### src/rtl/pc_fetch_ctrl.sv
// pc_fetch_ctrl: program-counter sequencer with a run/halt handshake.
// It picks the next fetch address each cycle (sequential, relative branch,
// absolute jump or hold) and counts retired instructions with saturation.
module pc_fetch_ctrl #(
  parameter int D  = 9,
  parameter int CW = 16
) (
  input  logic          clk_i,
  input  logic          rst_ni,
  input  logic          start_i,
  input  logic [D-1:0]  startAddr_i,
  input  logic          stall_i,
  input  logic          branchTaken_i,
  input  logic [D-1:0]  target_i,
  input  logic          jumpAbs_i,
  input  logic [D-1:0]  jumpAddr_i,
  input  logic          halt_i,
  output logic [D-1:0]  progCtr_o,
  output logic          running_o,
  output logic          done_o,
  output logic [CW-1:0] instCount_o
);

  typedef enum logic [1:0] {
    IDLE   = 2'd0,
    RUN    = 2'd1,
    HALTED = 2'd2
  } state_e;

  state_e        state_q, state_d;
  logic [D-1:0]  pc_q, pc_d;
  logic [CW-1:0] count_q, count_d;
  logic          running_q, running_d;
  logic          done_q, done_d;
  logic [CW-1:0] countInc;

  // The retired counter sticks at all-ones instead of wrapping back to zero.
  always_comb begin
    countInc = (count_q == {CW{1'b1}}) ? count_q : count_q + {{(CW-1){1'b0}}, 1'b1};
  end

  // Next-state selection: Start only matters outside RUN; inside RUN the
  // priority is Halt, Stall, JumpAbs, BranchTaken, then sequential advance.
  // Target is a two's-complement offset, so a plain D-bit add with the carry
  // dropped gives both forward and backward branches.
  always_comb begin
    state_d   = state_q;
    pc_d      = pc_q;
    count_d   = count_q;
    running_d = running_q;
    done_d    = done_q;
    case (state_q)
      IDLE, HALTED: begin
        if (start_i) begin
          state_d   = RUN;
          pc_d      = startAddr_i;
          count_d   = '0;
          running_d = 1'b1;
          done_d    = 1'b0;
        end
      end
      RUN: begin
        if (halt_i) begin
          state_d   = HALTED;
          count_d   = countInc;
          running_d = 1'b0;
          done_d    = 1'b1;
        end else if (!stall_i) begin
          count_d = countInc;
          if (jumpAbs_i) begin
            pc_d = jumpAddr_i;
          end else if (branchTaken_i) begin
            pc_d = pc_q + target_i;
          end else begin
            pc_d = pc_q + {{(D-1){1'b0}}, 1'b1};
          end
        end
      end
      default: begin
        state_d   = IDLE;
        running_d = 1'b0;
        done_d    = 1'b0;
      end
    endcase
  end

  // All state and all outputs live in flops, so nothing combinational reaches
  // the ports; reset clears everything at once, even in the middle of a run.
  always_ff @(posedge clk_i or negedge rst_ni) begin
    if (!rst_ni) begin
      state_q   <= IDLE;
      pc_q      <= '0;
      count_q   <= '0;
      running_q <= 1'b0;
      done_q    <= 1'b0;
    end else begin
      state_q   <= state_d;
      pc_q      <= pc_d;
      count_q   <= count_d;
      running_q <= running_d;
      done_q    <= done_d;
    end
  end

  assign progCtr_o   = pc_q;
  assign running_o   = running_q;
  assign done_o      = done_q;
  assign instCount_o = count_q;

endmodule

### config.mk
export PLATFORM = sky130hd
export DESIGN_NAME = pc_fetch_ctrl
export DESIGN_NICKNAME = d
export VERILOG_FILES = /design/src/rtl/pc_fetch_ctrl.sv
export SDC_FILE = /design/constraint.sdc
export NUM_CORES = 1
export LEC_CHECK = 0
export BUFFER_PORTS_ARGS = -buffer_cell sky130_fd_sc_hd__buf_4
export CORE_UTILIZATION = 52
export CTS_CLUSTER_SIZE = 28
export DETAILED_ROUTE_END_ITERATION = 12
export GPL_ROUTABILITY_DRIVEN = 0
export GPL_TIMING_DRIVEN = 0
export PLACE_DENSITY = 0.91
export RECOVER_POWER = 50
export SLEW_MARGIN = 15
export SYNTH_ARGS = -nofsm -noshare
export SYNTH_HDL_FRONTEND = slang
export SYNTH_SLANG_ARGS = --single-unit
export TNS_END_PERCENT = 5
### constraint.sdc
create_clock -name clk_i -period 2.5 [get_ports clk_i]
set_input_delay 0.125 -clock clk_i [delete_from_list [all_inputs] [get_ports clk_i]]
set_output_delay 0.125 -clock clk_i [all_outputs]
set_load 0.02 [all_outputs]
==> results of run 1 <==
-- cells in the final DEF (no fill, tap or decap), types with 4 or more instances in the layout --
cell type,Yosys,routed
buf_4,0,47
dfrtp_1,28,28
nand2_1,25,25
nor2_1,22,22
clkbuf_1,6,19
nand3_1,11,11
a21oi_1,11,11
o21ai_1,11,11
o21ai_0,9,9
ha_1,9,9
xnor2_1,8,8
nor4_2,7,7
and2_1,6,6
or3_1,6,6
nor3b_1,6,6
nand2b_1,5,5
nor3_1,5,5
o211ai_1,5,5
mux2i_1,5,5
inv_1,4,4
and3_1,4,4
-- tightest hold or removal path, cell delays in order --
cell	delay, ns
buf_4	0.12
nand2_1	0.05
o21ai_0	0.06
-- metal layers --
layer,vias to the layer above,global-route usage (%)
li1,994,-
met1,997,36.8
met2,75,45.1
met3,11,2.64
met4,0,8.33
met5,-,0
-- cells by family after synthesis --
logic type               Yosys count  share of synthesized area [%]
AO/OA/AOI/OAI                     51                           15.3
XOR/XNOR                          11                           4.71
adder cells (fa/ha/maj)           10                           6.48
buffers and inverters             14                           3.42
flip-flops                        28                           34.3
multiplexers                       6                           3.00
AND/OR/NAND/NOR                  116                           32.8
-- layout make-up --
type / count / area, µm²
Clock buffer: 3 / 41.3
Tap cell: 48 / 60.1
Multi-Input combinational cell: 194 / 1270
Buffer: 10 / 55.1
Clock inverter: 1 / 30.0
Inverter: 4 / 15.0
Fill cell: 314 / 1130
Timing Repair Buffer: 61 / 412
Sequential cell: 28 / 701
-- power groups by stage --
stage / logic (mW) / registers [mW] / clock network (mW)
finish: 0.849 / 0.651 / 0.367
detailed placement: 0.893 / 0.655 / 0
floorplan: 0.492 / 0.739 / 0
global placement: 0.870 / 0.652 / 0
CTS: 0.902 / 0.649 / 0.370
global route: 0.941 / 0.664 / 0.396
-- sequential cells by signal, indices dropped and copies added (netlist names) --
register / cells
running_o: 1
state_q: 2
progCtr_o: 9
instCount_o: 16
-- worst max path at each step --
stage	end	slack, ns	depth (start not counted)
3_5_place_dp	progCtr_o[6]$_DFFE_PN0P_	0.42	8
6_report	instCount_o[13]$_DFFE_PN0P_	0.38	7
4_1_cts	progCtr_o[6]$_DFFE_PN0P_	0.38	8
2_1_floorplan	progCtr_o[6]$_DFFE_PN0P_	0.49	8
3_3_place_gp	progCtr_o[6]$_DFFE_PN0P_	0.44	8
5_1_grt	instCount_o[13]$_DFFE_PN0P_	0.24	7
-- what timing repair did --
action	in CTS	in global routing
hold buffers	1	0
buffers inserted	0	0
hold endpoints to repair	28	0
==> results_dict.tcl, run 1 <==
set metrics [dict create \
    worstPathMaxFanout 10 \
    diodes 0 \
    swShare_pct 40.9 \
    cap_violations 1 \
    synthTopCellsByArea "dfrtp_1 (34%), ha_1 (5.5%), nand2_1 (4.6%)" \
    whs_ns 0.102 \
    drtIter0Drc 108 \
    io_buffers 60 \
    finalSetupViolCount 0 \
    synth_top_area_share_pct 34.3 \
    start_util_pct 55.1 \
    synth_area_per_cell_um2 8.67 \
    die-area_mm2 0.00419 \
    cts.sinks 28 \
    crit_path_top_delay_cell "or4_1" \
    violations "max-capacitance violations" \
    grt_use_total_pct 27.0 \
    grt_pass1_wl_mm 8.85 \
    ys_top_cells_by_count "dfrtp_1 (28), nand2_1 (25), nor2_1 (22)" \
    rsz0062_at_grt "false" \
    clock_latency_ns 0.28 \
    p_total_mw 1.87 \
    wl_met3_um 295 \
    max_freq_mhz 471 \
    synth_seq_cells 28 \
    wl_met1_mm 2.30 \
    r2r-end "instCount_o[13]$_DFFE_PN0P_" \
    synth_most_common_cell "dfrtp_1" \
    dp_hpwl_mm 3.82 \
    io_pins 61 \
    htree_levels 1 \
    cts_tree "yes" \
    startpoint_type "register" \
    synth_edf_count 0 \
    ant_nets 0 \
    worstSetupPathType "register to register" \
    area_delta_synth_final_pct 26.5 \
    hold_viol 0 \
    drive_above_1_share_pct 21.9 \
    r2r_cells 7 \
    netSwitchingPower_mw 0.764 \
    p_seq_share_pct 34.9 \
    wl_per_cell_um 14.7 \
    grt_pass1_vias 1927 \
    grt_max_degree 29 \
    finClkSkew_ns 0.00158 \
    first_pass_iters 4 \
    worst_slack_ns 0.375 \
    hold_class "input port to register" \
    die_y_um 64.7 \
    synthFlopType "dfrtp_1" \
    dp_slack_ns 0.417 \
    ctsResizeCount 0 \
    finalWirelength_mm 5.14 \
    powerDensity_mw_per_mm2 721 \
    syn_nets 280 \
    synthCells 236 \
    drcViolationCount 0 \
    vias 2077 \
    fin_crit_ns 2.12 \
    ys_seq_area_share_pct 34.3 \
    cts_buffers 3 \
    placedCellCount 344 \
    ys.warnings.count 0 \
    highest_layer "met4" \
    relSlewSlack_pct 0.0932 \
    rows 22 \
    grt_overflow 0 \
    cp.arrival_ns 2.34 \
    period_share_pct 85.0 \
    cp_num_buf_inv 1 \
    die_w_um 64.7 \
    clockBufferDepth 2 \
    crit_chain "ha_1, nand3_1, or2_1, buf_2, o22ai_2, or4_1, a21oi_1" \
    coreArea_mm2 0.00372 \
    path_delay_family "simple AND/OR/NAND/NOR gates" \
    avgViaCountPerCell 5.95 \
    final_nets 346 \
    synthArstFlopShare_pct 100 \
    tightest_slew_ns 1.50 \
    status "finished with violations" \
    setup_tns_ns 0 \
    fin_cells 349 \
    antenna_found_initial 0 \
    comb_power_share_pct 45.5 \
    ys_types 48 \
    wl_met2_mm 2.46 \
    min_from "halt_i" \
    max-vdd-ir-drop_v 0.000344 \
    synth_area_mm2 0.00205 \
    p_int_mw 1.10 \
    clk_pin_slew_ns 0.10 \
    p_leak_nw 1.14 \
    min_to "state_q[1]$_DFFE_PN0P_" \
    critPathMaxStageDelay_ns 0.54 \
    placed_cell_area_mm2 0.00256 \
    pwr-share-clk_pct 19.7 \
    yosysTopAreaCell "dfrtp_1" \
    design_area_mm2 0.00259 \
    hold_depth 3 \
    end_kind "register" \
    cts_root_buf "clkbuf_8" \
    utilization_pct 69.7 \
    reg2reg_from "instCount_o[0]$_DFFE_PN0P_" \
    critPathRequiredTime_ns 2.71 \
    r2r_slack_ns 0.38 \
    slew_viol_final 0 \
    crit_start "instCount_o[0]$_DFFE_PN0P_" \
]
Note: power is estimated with default switching activity, not from simulation.
==> inputs of run 2 (changes only) <==
--- a/config.mk
+++ b/config.mk
@@ -6,12 +6,12 @@
 export NUM_CORES = 1
 export LEC_CHECK = 0
 export BUFFER_PORTS_ARGS = -buffer_cell sky130_fd_sc_hd__buf_4
-export CORE_UTILIZATION = 52
+export CORE_UTILIZATION = 47
 export CTS_CLUSTER_SIZE = 28
 export DETAILED_ROUTE_END_ITERATION = 12
 export GPL_ROUTABILITY_DRIVEN = 0
 export GPL_TIMING_DRIVEN = 0
-export PLACE_DENSITY = 0.91
+export PLACE_DENSITY = 0.88
 export RECOVER_POWER = 50
 export SLEW_MARGIN = 15
 export SYNTH_ARGS = -nofsm -noshare
==> constraint.sdc (replaced) <==
create_clock -name clk_i -period 1.8 [get_ports clk_i]
set_input_delay 0.09 -clock clk_i [delete_from_list [all_inputs] [get_ports clk_i]]
set_output_delay 0.09 -clock clk_i [all_outputs]
set_load 0.02 [all_outputs]
==> results_dict.tcl, run 2 (synthesis gave the netlist of run 1 again) <==
set metrics [dict create \
    hold_depth 3 \
    finClkSkew_ns 0.00820 \
    worstSetupPathType "register to register" \
    finalWirelength_mm 5.92 \
    htree_levels 1 \
    first_pass_iters 5 \
    tightest_slew_ns 0.722 \
    min_from "halt_i" \
    slew_viol_final 0 \
    clock_latency_ns 0.29 \
    worst_slack_ns -0.0730 \
    period_share_pct 104 \
    hold_class "input port to register" \
    powerDensity_mw_per_mm2 1020 \
    layout_commonest_cell "buf_4" \
    rsz0062_at_grt "true" \
    register_area_um2 711 \
    hold_viol 0 \
    largest_reg_flops 16 \
    max-vdd-ir-drop_v 0.000568 \
    p_total_mw 2.87 \
    status "finished with violations" \
    p_leak_nw 1.23 \
    cts_buffers 3 \
    grt_pass1_vias 1929 \
    io_pins 61 \
    max_freq_mhz 534 \
    fin_crit_ns 1.87 \
    end_kind "register" \
    cp.arrival_ns 2.10 \
    drtIter0Drc 188 \
    finalSetupViolCount 4 \
    antenna_found_initial 0 \
    die-area_mm2 0.00462 \
    swShare_pct 41.3 \
    r2r_cells 8 \
    final_cell_mix "buf_4 (56), nand2_1 (25), nor2_1 (22), dfrtp_1 (20), clkbuf_1 (12)" \
    p_int_mw 1.68 \
    clk_pin_slew_ns 0.10 \
    die_w_um 68.0 \
    multi_input_area_mm2 0.00143 \
    critPathRequiredTime_ns 2.03 \
    min_to "state_q[1]$_DFFE_PN0P_" \
    setup_tns_ns -0.140 \
    netSwitchingPower_mw 1.19 \
    final_nets 350 \
    rows 23 \
    nFillCells 319 \
    coreArea_mm2 0.00409 \
    startpoint_type "register" \
    diodes 0 \
    grt_max_degree 29 \
    pwr-share-clk_pct 18.4 \
    clockBufferDepth 2 \
    relSlewSlack_pct 51.8 \
    cts.sinks 28 \
    grt_overflow 0 \
    area_delta_synth_final_pct 37.6 \
    grt_pass1_wl_mm 8.89 \
    cts_root_buf "clkbuf_8" \
    p_seq_share_pct 31.4 \
    ant_nets 0 \
    cts_tree "yes" \
    vias 2142 \
    io_buffers 60 \
    r2r_slack_ns -0.07 \
    dp_hpwl_mm 4.06 \
    comb_power_share_pct 50.2 \
    grt_use_total_pct 25.5 \
    worstPathMaxFanout 3 \
    r2r-end "progCtr_o[6]$_DFFE_PN0P_" \
    start_util_pct 50.1 \
    avgViaCountPerCell 6.03 \
    violations "negative setup slack" \
    cap_violations 0 \
    drcViolationCount 0 \
    drive_above_1_share_pct 34.1 \
    wl_per_cell_um 16.7 \
    die_y_um 68.0 \
    reg2reg_from "progCtr_o[0]$_DFFE_PN0P_" \
]
-- run 2: changes by cell type in the layout (fill, tap and decap cells not counted), moves of 3 or more --
cell,change
dfrtp_1,-8
dfrtp_2,+8
clkbuf_1,-7
nor4_4,+3
ha_1,-3
nor3b_2,+3
nor3b_1,-3
buf_4,+9
nand2b_1,-3
-- run 2: what timing repair did --
item	in CTS	in global routing
endpoints found under the setup margin	14	15
endpoints found under the hold margin	28	0
pin swaps	1	4
resized for setup	10	16
gates cloned	0	0
hold buffers	1	0
buffers inserted	2	2
-- run 2: area by class of cell --
| cell class | count | area share [%] |
|---|---|---|
| tap | 50 | 2.22 |
| sequential | 28 | 25.2 |
| buffer | 10 | 2.22 |
| timing repair buffer | 65 | 16.4 |
| clock buffer | 3 | 1.47 |
| multi-input combinational | 194 | 50.8 |
| clock inverter | 1 | 1.07 |
| inverter | 4 | 0.533 |
-- run 2: worst max-delay path by stage --
stage | slack (ns) | cells past startpoint | from | endpoint
3_5_place_dp | -0.14 | 7 | instCount_o[0]$_DFFE_PN0P_ | instCount_o[13]$_DFFE_PN0P_
2_1_floorplan | -0.02 | 8 | progCtr_o[0]$_DFFE_PN0P_ | progCtr_o[6]$_DFFE_PN0P_
6_report | -0.07 | 8 | progCtr_o[0]$_DFFE_PN0P_ | progCtr_o[6]$_DFFE_PN0P_
5_1_grt | -0.13 | 7 | state_q[1]$_DFFE_PN0P_ | progCtr_o[7]$_DFFE_PN0P_
3_3_place_gp | -0.10 | 6 | state_q[0]$_DFFE_PN0P_ | progCtr_o[7]$_DFFE_PN0P_
4_1_cts | -0.04 | 7 | instCount_o[0]$_DFFE_PN0P_ | instCount_o[13]$_DFFE_PN0P_
-- run 2: layer usage --
metal / up-vias / track usage (%) / share of wire (%)
met5: - / 0 / 0
met2: 93 / 40.1 / 48
met1: 1029 / 35.2 / 44
met3: 17 / 3.00 / 5.7
li1: 1003 / - / -
met4: 0 / 10.2 / 2.4
-- run 2: power groups by stage --
stage | Sequential, mW | Combinational [mW] | Clock, mW
finish | 0.901 | 1.44 | 0.528
global route | 0.913 | 1.58 | 0.538
CTS | 0.893 | 1.39 | 0.517
detailed placement | 0.921 | 1.31 | 0
global placement | 0.915 | 1.26 | 0
floorplan | 1.04 | 0.734 | 0
-- run 2: stage by stage --
| stage | std cells | util (%) | hold WS, ns | setup WS [ns] | cell area (µm²) |
|---|---|---|---|---|---|
| after floorplan | 236 | - | -0.206 | -0.0203 | 2100 |
| after global placement | 346 | 63.9 | 0.0311 | -0.101 | 2610 |
| after detailed placement | 346 | 63.9 | 0.0354 | -0.144 | 2610 |
| after CTS | 353 | 67.5 | 0.0704 | -0.0416 | 2760 |
| after global routing | 355 | 68.9 | 0.0948 | -0.133 | 2820 |
| final | 355 | 68.9 | 0.0710 | -0.0730 | 2820 |
-- run 2: worst max-delay path, stage by stage (launching register included) --
cell      delay, ns
dfrtp_2        0.41
ha_4           0.14
inv_1          0.05
fa_2           0.35
nand2b_4       0.16
a21oi_4        0.18
a31oi_2        0.12
mux2_4         0.31
nor2_1         0.10
==> inputs of run 3 (changes only) <==
--- a/config.mk
+++ b/config.mk
@@ -6,12 +6,12 @@
 export NUM_CORES = 1
 export LEC_CHECK = 0
 export BUFFER_PORTS_ARGS = -buffer_cell sky130_fd_sc_hd__buf_4
-export CORE_UTILIZATION = 47
+export CORE_UTILIZATION = 52
 export CTS_CLUSTER_SIZE = 28
 export DETAILED_ROUTE_END_ITERATION = 12
 export GPL_ROUTABILITY_DRIVEN = 0
 export GPL_TIMING_DRIVEN = 0
-export PLACE_DENSITY = 0.88
+export PLACE_DENSITY = 0.91
 export RECOVER_POWER = 50
 export SLEW_MARGIN = 15
 export SYNTH_ARGS = -nofsm -noshare
==> constraint.sdc (replaced) <==
create_clock -name clk_i -period 2.1 [get_ports clk_i]
set_input_delay 0.105 -clock clk_i [delete_from_list [all_inputs] [get_ports clk_i]]
set_output_delay 0.105 -clock clk_i [all_outputs]
set_load 0.02 [all_outputs]
==> results_dict.tcl, run 3 (synthesis gave the netlist of run 1 again) <==
set metrics [dict create \
    wl_met3_um 251 \
    final_cell_mix "buf_4 (49), dfrtp_1 (26), nand2_1 (25), nor2_1 (22), clkbuf_1 (19)" \
    end_kind "register" \
    finClkSkew_ns 0.00289 \
    first_pass_iters 4 \
    clk_pin_slew_ns 0.10 \
    tightest_slew_ns 1.53 \
    worstPathMaxFanout 3 \
    status "finished with violations" \
    cts_tree "yes" \
    coreArea_mm2 0.00372 \
    nFillCells 298 \
    highest_layer "met4" \
    cts_buffers 3 \
    placed_cell_area_mm2 0.00256 \
    vias 2089 \
    drive_above_1_share_pct 24.4 \
    p_leak_nw 1.17 \
    grt_use_total_pct 26.9 \
    area_delta_synth_final_pct 29.1 \
    avgViaCountPerCell 5.95 \
    cts.sinks 28 \
    design_area_mm2 0.00264 \
    rsz0062_at_grt "true" \
    powerDensity_mw_per_mm2 863 \
    io_pins 61 \
    worstSetupPathType "register to register" \
    antenna_found_initial 0 \
    grt_max_degree 29 \
    setup_tns_ns 0 \
    clock_latency_ns 0.28 \
    violations "max-capacitance violations, max-slew violations" \
    grt_pass1_wl_mm 8.82 \
    max-vdd-ir-drop_v 0.000413 \
    rows 22 \
    fin_cells 351 \
    wl_met2_mm 2.57 \
    layout_commonest_cell "buf_4" \
    r2r_slack_ns 0.08 \
    largest_reg_flops 16 \
    diodes 0 \
    finalSetupViolCount 0 \
    io_buffers 60 \
    cts_root_buf "clkbuf_8" \
    multi_input_area_mm2 0.00131 \
    r2r_cells 8 \
    grt_pass1_vias 1929 \
    wl_met1_mm 2.31 \
    min_to "progCtr_o[0]$_DFFE_PN0P_" \
    hold_depth 3 \
    start_util_pct 55.1 \
    drcViolationCount 0 \
    wl_per_cell_um 14.9 \
    register_area_um2 703 \
    reg2reg_from "progCtr_o[0]$_DFFE_PN0P_" \
    min_from "startAddr_i[0]" \
    cp.arrival_ns 2.23 \
    cap_violations 1 \
    whs_ns 0.0845 \
    grt_overflow 0 \
    critPathRequiredTime_ns 2.31 \
    hold_class "input port to register" \
    max_freq_mhz 495 \
    period_share_pct 96.2 \
    die_y_um 64.7 \
    hold_viol 0 \
    relSlewSlack_pct -1.72 \
    r2r-end "progCtr_o[6]$_DFFE_PN0P_" \
    startpoint_type "register" \
    clockBufferDepth 2 \
    die-area_mm2 0.00419 \
    slew_viol_final 29 \
    dp_hpwl_mm 3.82 \
    htree_levels 1 \
    drtIter0Drc 152 \
    placedCellCount 344 \
    fin_crit_ns 2.02 \
    final_nets 348 \
    ant_nets 0 \
    finalWirelength_mm 5.21 \
    die_w_um 64.7 \
]
run 3: cell types whose count changed in the layout (fill, tap and decap cells not counted), sizes merged:
cell / change
clkbuf: +6
buf: -8
run 3: power by group:
part | switching [mW] | leakage, nW | total [mW] | internal, mW
clock | 0.182 | 0.0357 | 0.438 | 0.256
combinational | 0.614 | 0.770 | 1.06 | 0.449
sequential | 0.131 | 0.360 | 0.778 | 0.647
total | 0.927 | 1.17 | 2.28 | 1.35
run 3: cell type report:
cell class | count | share of cell area [%]
Inverter | 4 | 0.568
Tap cell | 48 | 2.27
Buffer | 10 | 2.18
Timing Repair Buffer | 63 | 16.2
Sequential cell | 28 | 26.6
Clock buffer | 3 | 1.56
Multi-Input combinational cell | 194 | 49.5
Clock inverter | 1 | 1.14
run 3: repair_timing:
action	4_1_cts	5_1_grt
hold endpoints to repair	28	0
buffers inserted	0	2
hold buffers	1	0
resized for setup	2	7
pin swaps	0	1
endpoints found under the setup margin	2	3
run 3: worst max path at each step:
stage                     slack [ns]                           to  cells after the start                        from
after detailed placement        0.02     progCtr_o[6]$_DFFE_PN0P_                      8    progCtr_o[0]$_DFFE_PN0P_
final                           0.08     progCtr_o[6]$_DFFE_PN0P_                      8    progCtr_o[0]$_DFFE_PN0P_
after CTS                       0.04  instCount_o[13]$_DFFE_PN0P_                      7  instCount_o[0]$_DFFE_PN0P_
after global routing           -0.01  instCount_o[13]$_DFFE_PN0P_                      7  instCount_o[0]$_DFFE_PN0P_
after floorplan                 0.09     progCtr_o[6]$_DFFE_PN0P_                      8    progCtr_o[0]$_DFFE_PN0P_
after global placement          0.04     progCtr_o[6]$_DFFE_PN0P_                      8    progCtr_o[0]$_DFFE_PN0P_
run 3: critical path, cell delays in order (launching register included):
cell,delay [ns]
dfrtp_1,0.38
ha_2,0.18
inv_1,0.05
fa_1,0.39
nand2b_4,0.16
a21oi_2,0.19
a31oi_1,0.13
mux2_1,0.34
nor2_1,0.13
run 3: metal layers:
| layer | vias to the layer above | GRT usage, % |
|---|---|---|
| li1 | 1007 | - |
| met1 | 1003 | 36.1 |
| met2 | 70 | 45.4 |
| met3 | 9 | 2.82 |
| met4 | 0 | 8.06 |
| met5 | - | 0 |
run 3: stage by stage:
step                setup WS, ns  power, mW  utilization [%]
floorplan                 0.0884       1.47                -
global placement          0.0436       1.81             68.8
detailed placement        0.0174       1.84             68.8
CTS                       0.0398       2.30             71.3
global route             -0.0146       2.44             71.1
finish                    0.0796       2.28             71.1
